### src/rtl/seg_pkg.sv
// Shared constants for the 7-segment scanner: glyph codes, segment patterns, code width.
package seg_pkg;

  localparam int CODE_W = 5;

  localparam logic [CODE_W-1:0] CODE_BLANK = 5'h10;
  localparam logic [CODE_W-1:0] CODE_L     = 5'h11;
  localparam logic [CODE_W-1:0] CODE_H     = 5'h12;
  localparam logic [CODE_W-1:0] CODE_DASH  = 5'h13;

  // Active-low patterns, bit7=a .. bit1=g, bit0=h (decimal point).
  localparam logic [7:0] SEG_0     = 8'b0000_0011;
  localparam logic [7:0] SEG_1     = 8'b1001_1111;
  localparam logic [7:0] SEG_2     = 8'b0010_0101;
  localparam logic [7:0] SEG_3     = 8'b0000_1101;
  localparam logic [7:0] SEG_4     = 8'b1001_1001;
  localparam logic [7:0] SEG_5     = 8'b0100_1001;
  localparam logic [7:0] SEG_6     = 8'b0100_0001;
  localparam logic [7:0] SEG_7     = 8'b0001_1111;
  localparam logic [7:0] SEG_8     = 8'b0000_0001;
  localparam logic [7:0] SEG_9     = 8'b0000_1001;
  localparam logic [7:0] SEG_A     = 8'b0001_0001;
  localparam logic [7:0] SEG_B     = 8'b1100_0001;
  localparam logic [7:0] SEG_C     = 8'b0110_0011;
  localparam logic [7:0] SEG_D     = 8'b1000_0101;
  localparam logic [7:0] SEG_E     = 8'b0110_0001;
  localparam logic [7:0] SEG_F     = 8'b0111_0001;
  localparam logic [7:0] SEG_BLANK = 8'b1111_1111;
  localparam logic [7:0] SEG_L     = 8'b1110_0011;
  localparam logic [7:0] SEG_H     = 8'b1001_0001;
  localparam logic [7:0] SEG_DASH  = 8'b1111_1101;

endpackage

### src/rtl/seg_decode.sv
// Combinational glyph decoder: 5-bit code to active-low segment pattern (dp left dark).
module seg_decode
  import seg_pkg::*;
(
  input  logic [CODE_W-1:0] code,
  output logic [7:0]        pattern
);

  // Hex digits, octave letters and dash; every unused code is dark.
  always_comb begin
    pattern = SEG_BLANK;
    case (code)
      5'h00:     pattern = SEG_0;
      5'h01:     pattern = SEG_1;
      5'h02:     pattern = SEG_2;
      5'h03:     pattern = SEG_3;
      5'h04:     pattern = SEG_4;
      5'h05:     pattern = SEG_5;
      5'h06:     pattern = SEG_6;
      5'h07:     pattern = SEG_7;
      5'h08:     pattern = SEG_8;
      5'h09:     pattern = SEG_9;
      5'h0A:     pattern = SEG_A;
      5'h0B:     pattern = SEG_B;
      5'h0C:     pattern = SEG_C;
      5'h0D:     pattern = SEG_D;
      5'h0E:     pattern = SEG_E;
      5'h0F:     pattern = SEG_F;
      CODE_BLANK: pattern = SEG_BLANK;
      CODE_L:    pattern = SEG_L;
      CODE_H:    pattern = SEG_H;
      CODE_DASH: pattern = SEG_DASH;
      default:   pattern = SEG_BLANK;
    endcase
  end

endmodule

### src/rtl/seg_scan_mux.sv
// Multiplexed 7-segment scanner with tear-free shadow registers.
// Optional blink support is compiled in with the macro SEG_SCAN_BLINK_EN.
module seg_scan_mux
  import seg_pkg::*;
#(
  parameter int DIGITS  = 4,
  parameter int CLK_DIV = 50000
`ifdef SEG_SCAN_BLINK_EN
  ,
  parameter int BLINK_FRAMES = 64
`endif
) (
  input  logic                     clk,
  input  logic                     rst,
  input  logic [CODE_W*DIGITS-1:0] codes,
  input  logic [DIGITS-1:0]        dp_mask,
  input  logic [DIGITS-1:0]        blank_mask,
`ifdef SEG_SCAN_BLINK_EN
  input  logic [DIGITS-1:0]        blink_mask,
`endif
  input  logic                     load,
  output logic [DIGITS-1:0]        sel,
  output logic [7:0]               data,
  output logic                     frame_done
);

  localparam int PRESC_W = $clog2(CLK_DIV);
  localparam int IDX_W   = $clog2(DIGITS);
  localparam logic [PRESC_W-1:0] PRESC_LAST = PRESC_W'(CLK_DIV - 1);
  localparam logic [IDX_W-1:0]   IDX_LAST   = IDX_W'(DIGITS - 1);
  localparam logic [DIGITS-1:0][CODE_W-1:0] CODES_RST = {DIGITS{CODE_BLANK}};

  logic [PRESC_W-1:0] presc_q, presc_d;
  logic [IDX_W-1:0]   idx_q, idx_d;
  logic               pend_q, pend_d;

  logic [DIGITS-1:0][CODE_W-1:0] stg_codes_q, stg_codes_d;
  logic [DIGITS-1:0]             stg_dp_q, stg_dp_d;
  logic [DIGITS-1:0]             stg_blank_q, stg_blank_d;
  logic [DIGITS-1:0][CODE_W-1:0] dsp_codes_q, dsp_codes_d;
  logic [DIGITS-1:0]             dsp_dp_q, dsp_dp_d;
  logic [DIGITS-1:0]             dsp_blank_q, dsp_blank_d;

  logic [DIGITS-1:0] sel_q, sel_d;
  logic [7:0]        data_q, data_d;
  logic              frame_done_q, frame_done_d;

  logic              tick, wrap;
  logic [7:0]        glyph;

`ifdef SEG_SCAN_BLINK_EN
  localparam int FCNT_W = $clog2(BLINK_FRAMES + 1);
  localparam logic [FCNT_W-1:0] FCNT_LAST = FCNT_W'(BLINK_FRAMES - 1);

  logic [DIGITS-1:0] stg_blink_q, stg_blink_d;
  logic [DIGITS-1:0] dsp_blink_q, dsp_blink_d;
  logic [FCNT_W-1:0] fcnt_q, fcnt_d;
  logic              blink_off_q, blink_off_d;
`endif

  seg_decode u_decode (
    .code    (dsp_codes_q[idx_q]),
    .pattern (glyph)
  );

  // Next-state: prescaler/scan index, staging/display shadowing, registered outputs.
  always_comb begin
    tick = (presc_q == PRESC_LAST);
    wrap = tick && (idx_q == IDX_LAST);

    presc_d = tick ? '0 : presc_q + PRESC_W'(1);
    idx_d   = idx_q;
    if (tick) idx_d = wrap ? '0 : idx_q + IDX_W'(1);

    stg_codes_d = stg_codes_q;
    stg_dp_d    = stg_dp_q;
    stg_blank_d = stg_blank_q;
    dsp_codes_d = dsp_codes_q;
    dsp_dp_d    = dsp_dp_q;
    dsp_blank_d = dsp_blank_q;
    pend_d      = pend_q;
`ifdef SEG_SCAN_BLINK_EN
    stg_blink_d = stg_blink_q;
    dsp_blink_d = dsp_blink_q;
    fcnt_d      = fcnt_q;
    blink_off_d = blink_off_q;
    if (wrap) begin
      if (fcnt_q == FCNT_LAST) begin
        fcnt_d      = '0;
        blink_off_d = ~blink_off_q;
      end else begin
        fcnt_d = fcnt_q + FCNT_W'(1);
      end
    end
`endif

    // Display copies the old staging before a same-cycle load overwrites it,
    // so a load landing on the boundary is shown one frame later.
    if (wrap && pend_q) begin
      dsp_codes_d = stg_codes_q;
      dsp_dp_d    = stg_dp_q;
      dsp_blank_d = stg_blank_q;
`ifdef SEG_SCAN_BLINK_EN
      dsp_blink_d = stg_blink_q;
`endif
      pend_d      = 1'b0;
    end
    if (load) begin
      stg_codes_d = codes;
      stg_dp_d    = dp_mask;
      stg_blank_d = blank_mask;
`ifdef SEG_SCAN_BLINK_EN
      stg_blink_d = blink_mask;
`endif
      pend_d      = 1'b1;
    end

    sel_d  = ~(DIGITS'(1) << idx_q);
    data_d = glyph;
    if (dsp_dp_q[idx_q]) data_d[0] = 1'b0;
    if (dsp_blank_q[idx_q]) data_d = SEG_BLANK;
`ifdef SEG_SCAN_BLINK_EN
    if (blink_off_q && dsp_blink_q[idx_q]) data_d = SEG_BLANK;
`endif
    frame_done_d = wrap;
  end

  // State and output registers; reset returns to a dark, blank display.
  always_ff @(posedge clk or posedge rst) begin
    if (rst) begin
      presc_q      <= '0;
      idx_q        <= '0;
      pend_q       <= 1'b0;
      stg_codes_q  <= CODES_RST;
      stg_dp_q     <= '0;
      stg_blank_q  <= '0;
      dsp_codes_q  <= CODES_RST;
      dsp_dp_q     <= '0;
      dsp_blank_q  <= '0;
      sel_q        <= '1;
      data_q       <= SEG_BLANK;
      frame_done_q <= 1'b0;
`ifdef SEG_SCAN_BLINK_EN
      stg_blink_q  <= '0;
      dsp_blink_q  <= '0;
      fcnt_q       <= '0;
      blink_off_q  <= 1'b0;
`endif
    end else begin
      presc_q      <= presc_d;
      idx_q        <= idx_d;
      pend_q       <= pend_d;
      stg_codes_q  <= stg_codes_d;
      stg_dp_q     <= stg_dp_d;
      stg_blank_q  <= stg_blank_d;
      dsp_codes_q  <= dsp_codes_d;
      dsp_dp_q     <= dsp_dp_d;
      dsp_blank_q  <= dsp_blank_d;
      sel_q        <= sel_d;
      data_q       <= data_d;
      frame_done_q <= frame_done_d;
`ifdef SEG_SCAN_BLINK_EN
      stg_blink_q  <= stg_blink_d;
      dsp_blink_q  <= dsp_blink_d;
      fcnt_q       <= fcnt_d;
      blink_off_q  <= blink_off_d;
`endif
    end
  end

  assign sel        = sel_q;
  assign data       = data_q;
  assign frame_done = frame_done_q;

endmodule

### config.mk
export PLATFORM = sky130hd
export DESIGN_NAME = seg_scan_mux
export DESIGN_NICKNAME = d
export VERILOG_FILES = /design/src/rtl/seg_pkg.sv /design/src/rtl/seg_decode.sv /design/src/rtl/seg_scan_mux.sv
export SDC_FILE = /design/constraint.sdc
export NUM_CORES = 1
export LEC_CHECK = 0
export BUFFER_PORTS_ARGS = -buffer_cell sky130_fd_sc_hd__buf_2
export CAP_MARGIN = 0
export CORE_ASPECT_RATIO = 1.4
export CORE_MARGIN = 4
export CORE_UTILIZATION = 49
export CTS_CLUSTER_DIAMETER = 80
export DETAILED_ROUTE_END_ITERATION = 7
export PLACE_DENSITY = 0.71
export SYNTH_ARGS = -nofsm -noshare
export SYNTH_HDL_FRONTEND = slang
export SYNTH_SLANG_ARGS = --single-unit
### constraint.sdc
create_clock -name clk -period 2.7 [get_ports clk]
set_clock_uncertainty 0.2 [all_clocks]
set_input_delay 0.27 -clock clk [delete_from_list [all_inputs] [get_ports clk]]
set_output_delay 0.27 -clock clk [all_outputs]
set_load 0.03 [all_outputs]
==> summary.md, run 1 <==
| Metric | Value |
|---|---|
| DR iter-0 viols | `124` |
| Worst skew pair latency | `between 300 and 400 ps` |
| CTS clock-pin slew for the worst setup and hold paths | `90 ps` |
| Top post-synthesis cells by area | `dfrtp_1, dfstp_2, mux2_2, mux2_1, mux4_2` |
| Router iterations before antenna repair | `4` |
| Final worst path period need | `approximately 2400 ps` |
| Int Power | `1.95 mW` |
| Number of port buffers | `43` |
| CP Launch Type | `register` |
| Area leader, netlist | `dfrtp_1` |
| IO Pins | `44` |
| Largest family of logic cells by synthesized area | `multiplexers` |
| CP required | `2780 ps` |
| Row count | `38` |
| WL/cell | `15.0 um` |
| Multiplexer area fraction after synthesis | `a little over a fifth` |
| Yosys top cell area share | `43.5%` |
| XOR/XNOR Fraction of Synth Area | `approximately 2.5%` |
| Power per cell area | `roughly 520 nW/um2` |
| Post-DRT Antenna Nets | `0` |
| Area Growth Syn to Fin | `21.3%` |
| Worst Hold Class | `reg2reg` |
| Gr usage total | `16.6%` |
| Max H-tree Level | `3` |
| Synth unique cells | `40` |
| CTS tree | `yes` |
| Slew of the pin with the lowest slew margin | `743 ps` |
| DP Area | `4240 um2` |
| Hold Violations, Final | `0` |
| Fin nets | `402` |
| Sequential share of the synthesized area | `56.9%` |
| Status | `finished, final reports clean` |
| Commonest cells after routing, fill and taps aside | `dfrtp_1, buf_2, mux2_2` |
| Die area | `9500 um2` |
| Net count after synthesis | `between 300 and 400` |
| ANT cells | `0` |
| Die X | `83.5 um` |
| Filler cell count | `597` |
| Cell area after layout | `4750 um2` |
| Synth Flop Type | `dfrtp_1` |
| # clock sinks | `88` |
| Synthesized flop and latch total | `88` |
| Worst Path Max Fanout | `6` |
| CP Capture Type | `register` |
| Initial Utilization | `50.5%` |
| Die Height | `between 100 and 150 um` |
| HPWL Detailed | `4750 um` |
| Combinational share of power | `between 5 and 6%` |
| Reg power frac | `56.1%` |
| Max_cap viols | `0` |
| Post-Syn Area | `3910 um2` |
| Post-synth EDFFs | `0` |
| Fmax | `420 MHz` |
| Clock power share | `38.3%` |
| Switching pwr | `526 uW` |
| Net Sw Frac | `21.2%` |
| Commonest non-fill, non-tap cell in the layout | `dfrtp_1` |
| Routed wire length | `6970 um` |
| Setup CP Type | `reg2reg` |
| Initial antenna violation count | `0` |
| CTS Buf Count | `9` |
| Vias/cell | `roughly 5.3` |
| Final RePlAce weighted congestion | `0.818` |
| RSZ-0062 raised after global routing | `false` |
| Placeable Area | `7750 um2` |
| Average size of a mapped cell | `13.8 um2` |
| Fraction of registers with async set/reset | `100%` |
| DRC | `0` |
| Setup bufs post-CTS | `0` |
| Worst rel slew slack | `50.4%` |
| Peak VDD IR | `0.260 mV` |
| Max Slew Vio Count | `0` |
| Post-synthesis compound-gate area fraction | `3.71%` |
| Vias | `2449` |
| Total gr overflow | `0` |
| Clock Tree Root | `clkbuf_8` |
| Vias in the first global route | `about 2700` |
| First-pass GRT wire length | `roughly 13000 um` |
| Synth Area in Simple Gates | `8.15%` |
| Final setup fails | `0` |
| CTS max path bufs | `2` |
| Tcrit/Tclk final | `88.1%` |
| Largest net degree at the start of global routing | `just over 40` |
| Critical path data arrival time | `2460 ps` |
| Yosys Warn Count | `0` |
| Synth Instances | `284` |
| LEAKAGE | `2.20 nW` |
| Fraction of layout cells with a size suffix above 1 | `36.0%` |
| Synth Area in Adders | `under 10%` |
| Total Neg Setup Slack | `0 ps` |
path summary, 6_finish.rpt:
check	endpoint	startpoint	depth (start not counted)	slack, ps
setup / recovery	data[4]	idx_q[0]	5	320
hold / removal	presc_q[0]	presc_q[0]	1	270
setup reg to reg	data[4]	idx_q[0]	5	320
hold reg to reg	presc_q[0]	presc_q[0]	1	270
max in group asynchronous	data[1]	rst	4	1190
min in group asynchronous	stg_codes_q[13]	rst	3	380
cells in the mapped netlist (all sizes together), types with 3 or more instances:
cell type	number
nand2b	3
o21ai	8
nand3	6
a21o	3
a21oi	6
xor2	8
inv	14
or3	3
buf	5
nand2	10
nor2	11
xnor2	3
mux4	7
nand4	5
dfrtp	68
mux2	60
dfstp	20
nor2b	3
ha	12
clkbuf	8
o22ai	3
cell families after synthesis:
kind of cell / Yosys count
flops: 88
mux: 68
simple gates: 54
buf+inv: 27
compound gates: 24
fa+ha+maj: 12
xor+xnor: 11
area by class of cell:
class	count	area [um2]	share of cell area, %
sequential	88	2230	46.9
multi-input combinational	169	1550	32.7
timing repair buffer	77	568	12.0
clock buffer	12	165	3.48
tap	100	125	2.64
inverter	14	56.3	1.19
clock inverter	4	51.3	1.08
metrics by stage:
step / util [%] / power, mW / cells / hold slack, ps / setup slack [ps]
floorplan: - / 1.47 / 284 / 222 / 305
global placement: 54.7 / 1.52 / 419 / 232 / 376
detailed placement: 54.7 / 1.52 / 419 / 238 / 324
CTS: 61.3 / 2.52 / 464 / 272 / 308
global route: 61.3 / 2.60 / 464 / 292 / 164
finish: 61.3 / 2.48 / 464 / 265 / 320
worst max-delay path, cell delays in order (launching register included):
cell and delay [ps]:
dfrtp_1 540, mux4_2 620, ha_1 280, mux2_2 280
a221oi_1 290, nand2_1 90
flip-flops by register name (all words and copies together), names as in the netlist:
name	flops
presc_q	16
dsp_blank_q	4
idx_q	2
pend_q	1
dsp_codes_q	20
stg_dp_q	4
frame_done	1
stg_blank_q	4
data	8
sel	4
stg_codes_q	20
dsp_dp_q	4
routing by layer:
layer  wire length, um  GRT usage [%]  vias to the layer above
li1                  -              -                     1150
met1              2890           20.0                     1237
met2              3650           28.4                       48
met3               247           4.05                       14
met4               179           7.19                        0
met5                 0              0                        -
what timing repair did:
item / CTS / global route
setup endpoints to repair: 0 / 0
endpoints found under the hold margin: 52 / 0
hold buffers: 29 / 0
gates resized for setup: 0 / 0
power by group through the flow:
stage / clock (mW) / combinational [mW] / sequential [mW]
finish: 0.950 / 0.138 / 1.39
global placement: 0 / 0.106 / 1.41
detailed placement: 0 / 0.108 / 1.42
CTS: 0.989 / 0.141 / 1.39
floorplan: 0 / 0.0702 / 1.40
global route: 1.05 / 0.156 / 1.39
Note: power is estimated with default switching activity, not from simulation.
==> inputs of run 2 (changes only) <==
--- a/config.mk
+++ b/config.mk
@@ -9,10 +9,10 @@
 export CAP_MARGIN = 0
 export CORE_ASPECT_RATIO = 1.4
 export CORE_MARGIN = 4
-export CORE_UTILIZATION = 49
+export CORE_UTILIZATION = 52
 export CTS_CLUSTER_DIAMETER = 80
 export DETAILED_ROUTE_END_ITERATION = 7
-export PLACE_DENSITY = 0.71
+export PLACE_DENSITY = 0.75
 export SYNTH_ARGS = -nofsm -noshare
 export SYNTH_HDL_FRONTEND = slang
 export SYNTH_SLANG_ARGS = --single-unit
==> summary.md, run 2 (synthesis results as in run 1) <==
| Metric | Value |
|---|---|
| Peak VDD IR | `0.321 mV (+23%)` |
| Die area | `9000 um2 (-5.3%)` |
| CP delay by family, top | `multiplexers` |
| ANT cells | `0 (unchanged)` |
| DRC | `0 (unchanged)` |
| Die Height | `111 um (-2.7%)` |
| RSZ-0062 raised after global routing | `false` |
| Total Neg Setup Slack | `0 ps (unchanged)` |
| Final worst path period need | `2420 ps (+39.7 ps)` |
| Vias | `2430 (-0.78%)` |
| Status | `finished, final reports clean` |
| Power per cell area | `534 nW/um2 (+2.3%)` |
| Max Slew Vio Count | `0 (unchanged)` |
| LEAKAGE | `2.19 nW (-0.18%)` |
| CP Launch Type | `register` |
| Initial antenna violation count | `0 (unchanged)` |
| DR iter-0 viols | `94 (-24%)` |
| Fraction of layout cells with a size suffix above 1 | `35.5% (-0.45 points)` |
| Reg-to-reg startpoint | `idx_q[0]` |
| Worst Hold Class | `reg2reg` |
| Commonest cells after routing, fill and taps aside | `dfrtp_1, buf_2, mux2_2` |
| Post-DRT Antenna Nets | `0 (unchanged)` |
| Largest net degree at the start of global routing | `64 (+56%)` |
| Final setup fails | `0 (unchanged)` |
| Initial Utilization | `53.2% (+2.7 points)` |
| CTS max path bufs | `2 (unchanged)` |
| Total gr overflow | `0 (unchanged)` |
| Filler cell count | `532 (-11%)` |
| Critical path buffer and inverter count | `0 (unchanged)` |
| Slew of the pin with the lowest slew margin | `685 ps (-57.7 ps)` |
| Busiest metal layer after global routing | `met2` |
| Die X | `81.3 um (-2.6%)` |
| CTS clock-pin slew for the worst setup and hold paths | `90 ps (about the same)` |
| Vias in the first global route | `2637 (-2.5%)` |
| Final worst setup slack | `280 ps (-39.7 ps)` |
| Fmax | `413 MHz (-1.6%)` |
| Area Growth Syn to Fin | `21.2%` |
| Grt met2 use | `29.9% (+1.4 points)` |
| Commonest non-fill, non-tap cell in the layout | `dfrtp_1` |
| Final Util | `64.4% (+3.2 points)` |
| Vias/cell | `5.28 (about the same)` |
| Worst Path Max Fanout | `6 (unchanged)` |
| First-pass GRT wire length | `12200 um (-2.5%)` |
| Hold_ws | `262 ps (-3.51 ps)` |
| Critical-path cell with the highest stage delay | `mux4_2` |
| # clock sinks | `88 (unchanged)` |
| Worst Setup SP | `idx_q[0]` |
| IO Pins | `44 (unchanged)` |
| Met3 usage | `3.74% (-0.31 points)` |
| Hold Violations, Final | `0 (unchanged)` |
| Fin nets | `401 (-0.25%)` |
| Clock Tree Root | `clkbuf_8` |
| Setup bufs post-CTS | `0 (unchanged)` |
| Grt met1 use | `21.1% (+1.0 points)` |
| Placeable Area | `7360 um2 (-5.0%)` |
| Router iterations before antenna repair | `4 (unchanged)` |
| Worst skew pair latency | `360 ps (about the same)` |
| Number of port buffers | `43 (unchanged)` |
| CP required | `2780 ps (about the same)` |
| Max_cap viols | `0 (unchanged)` |
| HP Start | `presc_q[0]` |
| WL/cell | `15.5 um (+3.3%)` |
| Gr usage total | `17.7% (+1.1 points)` |
| Critical path data arrival time | `2500 ps (+40 ps)` |
| CTS Buf Count | `9 (unchanged)` |
| Worst rel slew slack | `54.3% (+4.0 points)` |
| HPWL Detailed | `4800 um (+1.1%)` |
| CP Capture Type | `register` |
| Row count | `37 (-2.6%)` |
| Setup WS pre-CTS | `275 ps (-49.0 ps)` |
| Final RePlAce weighted congestion | `0.812 (-0.67%)` |
| CTS tree | `yes` |
| Top Registers | `dsp_codes_q x20, stg_codes_q x20, presc_q x16` |
| Max H-tree Level | `3 (unchanged)` |
| Setup CP Type | `reg2reg` |
| Cell Chain, Critical Path | `mux4_2 -> ha_1 -> mux2_2 -> a221oi_1 -> nand2_1` |
| Tcrit/Tclk final | `89.6% (+1.5 points)` |
| Crit path largest cell delay | `650 ps (+30 ps)` |
| Routed wire length | `7140 um (+2.4%)` |
| Cts repair resizes | `0 (unchanged)` |
[run 2: changes by cell type in the layout (fill, tap and decap cells not counted), sizes merged]
cell	delta
clkbuf	-1
bufinv	+1
buf	-1
[run 2: layout make-up]
type | count | area, um2 | share of cell area (%)
clock buffer | 11 | 141 | 2.98
clock inverter | 5 | 81.3 | 1.72
tap | 97 | 121 | 2.56
inverter | 14 | 56.3 | 1.19
timing repair buffer | 76 | 561 | 11.8
multi-input combinational | 169 | 1550 | 32.8
sequential | 88 | 2230 | 47.0
[run 2: routing by layer]
| layer | wire length [um] | vias to the layer above |
|---|---|---|
| li1 | - | 1154 |
| met1 | 2950 | 1205 |
| met2 | 3780 | 53 |
| met3 | 227 | 18 |
| met4 | 178 | 0 |
| met5 | 0 | - |
[run 2: worst reg2reg max path, cell delays in order, from the launching register on]
cell and delay (ps):
dfrtp_1 580, mux4_2 650, ha_1 290, mux2_2 280
a221oi_1 270, nand2_1 90
[run 2: metrics by stage]
step	std cells	instance area [um2]	total power, mW
after global routing	460	4740	2.63
after detailed placement	415	4230	1.52
final	460	4740	2.53
after CTS	460	4740	2.56
after global placement	415	4230	1.52
after floorplan	284	3920	1.47
[run 2: what timing repair did]
item,CTS,global route
hold buffers,29,0
hold endpoints to repair,46,0
endpoints found under the setup margin,0,0
[run 2: worst paths after layout]
kind,to,slack (ps),cells after the start
min reg2reg,presc_q[0],260,1
max in group asynchronous,sel[3],1270,4
max,data[4],280,5
max reg2reg,data[4],280,5
min in group asynchronous,stg_codes_q[11],310,3
min,presc_q[0],260,1
[run 2: power breakdown]
part	internal (mW)	switching (mW)	total [mW]	leakage [nW]
sequential	1.36	0.0241	1.39	1.08
combinational	0.0829	0.0548	0.138	0.999
clock	0.547	0.458	1.00	0.110
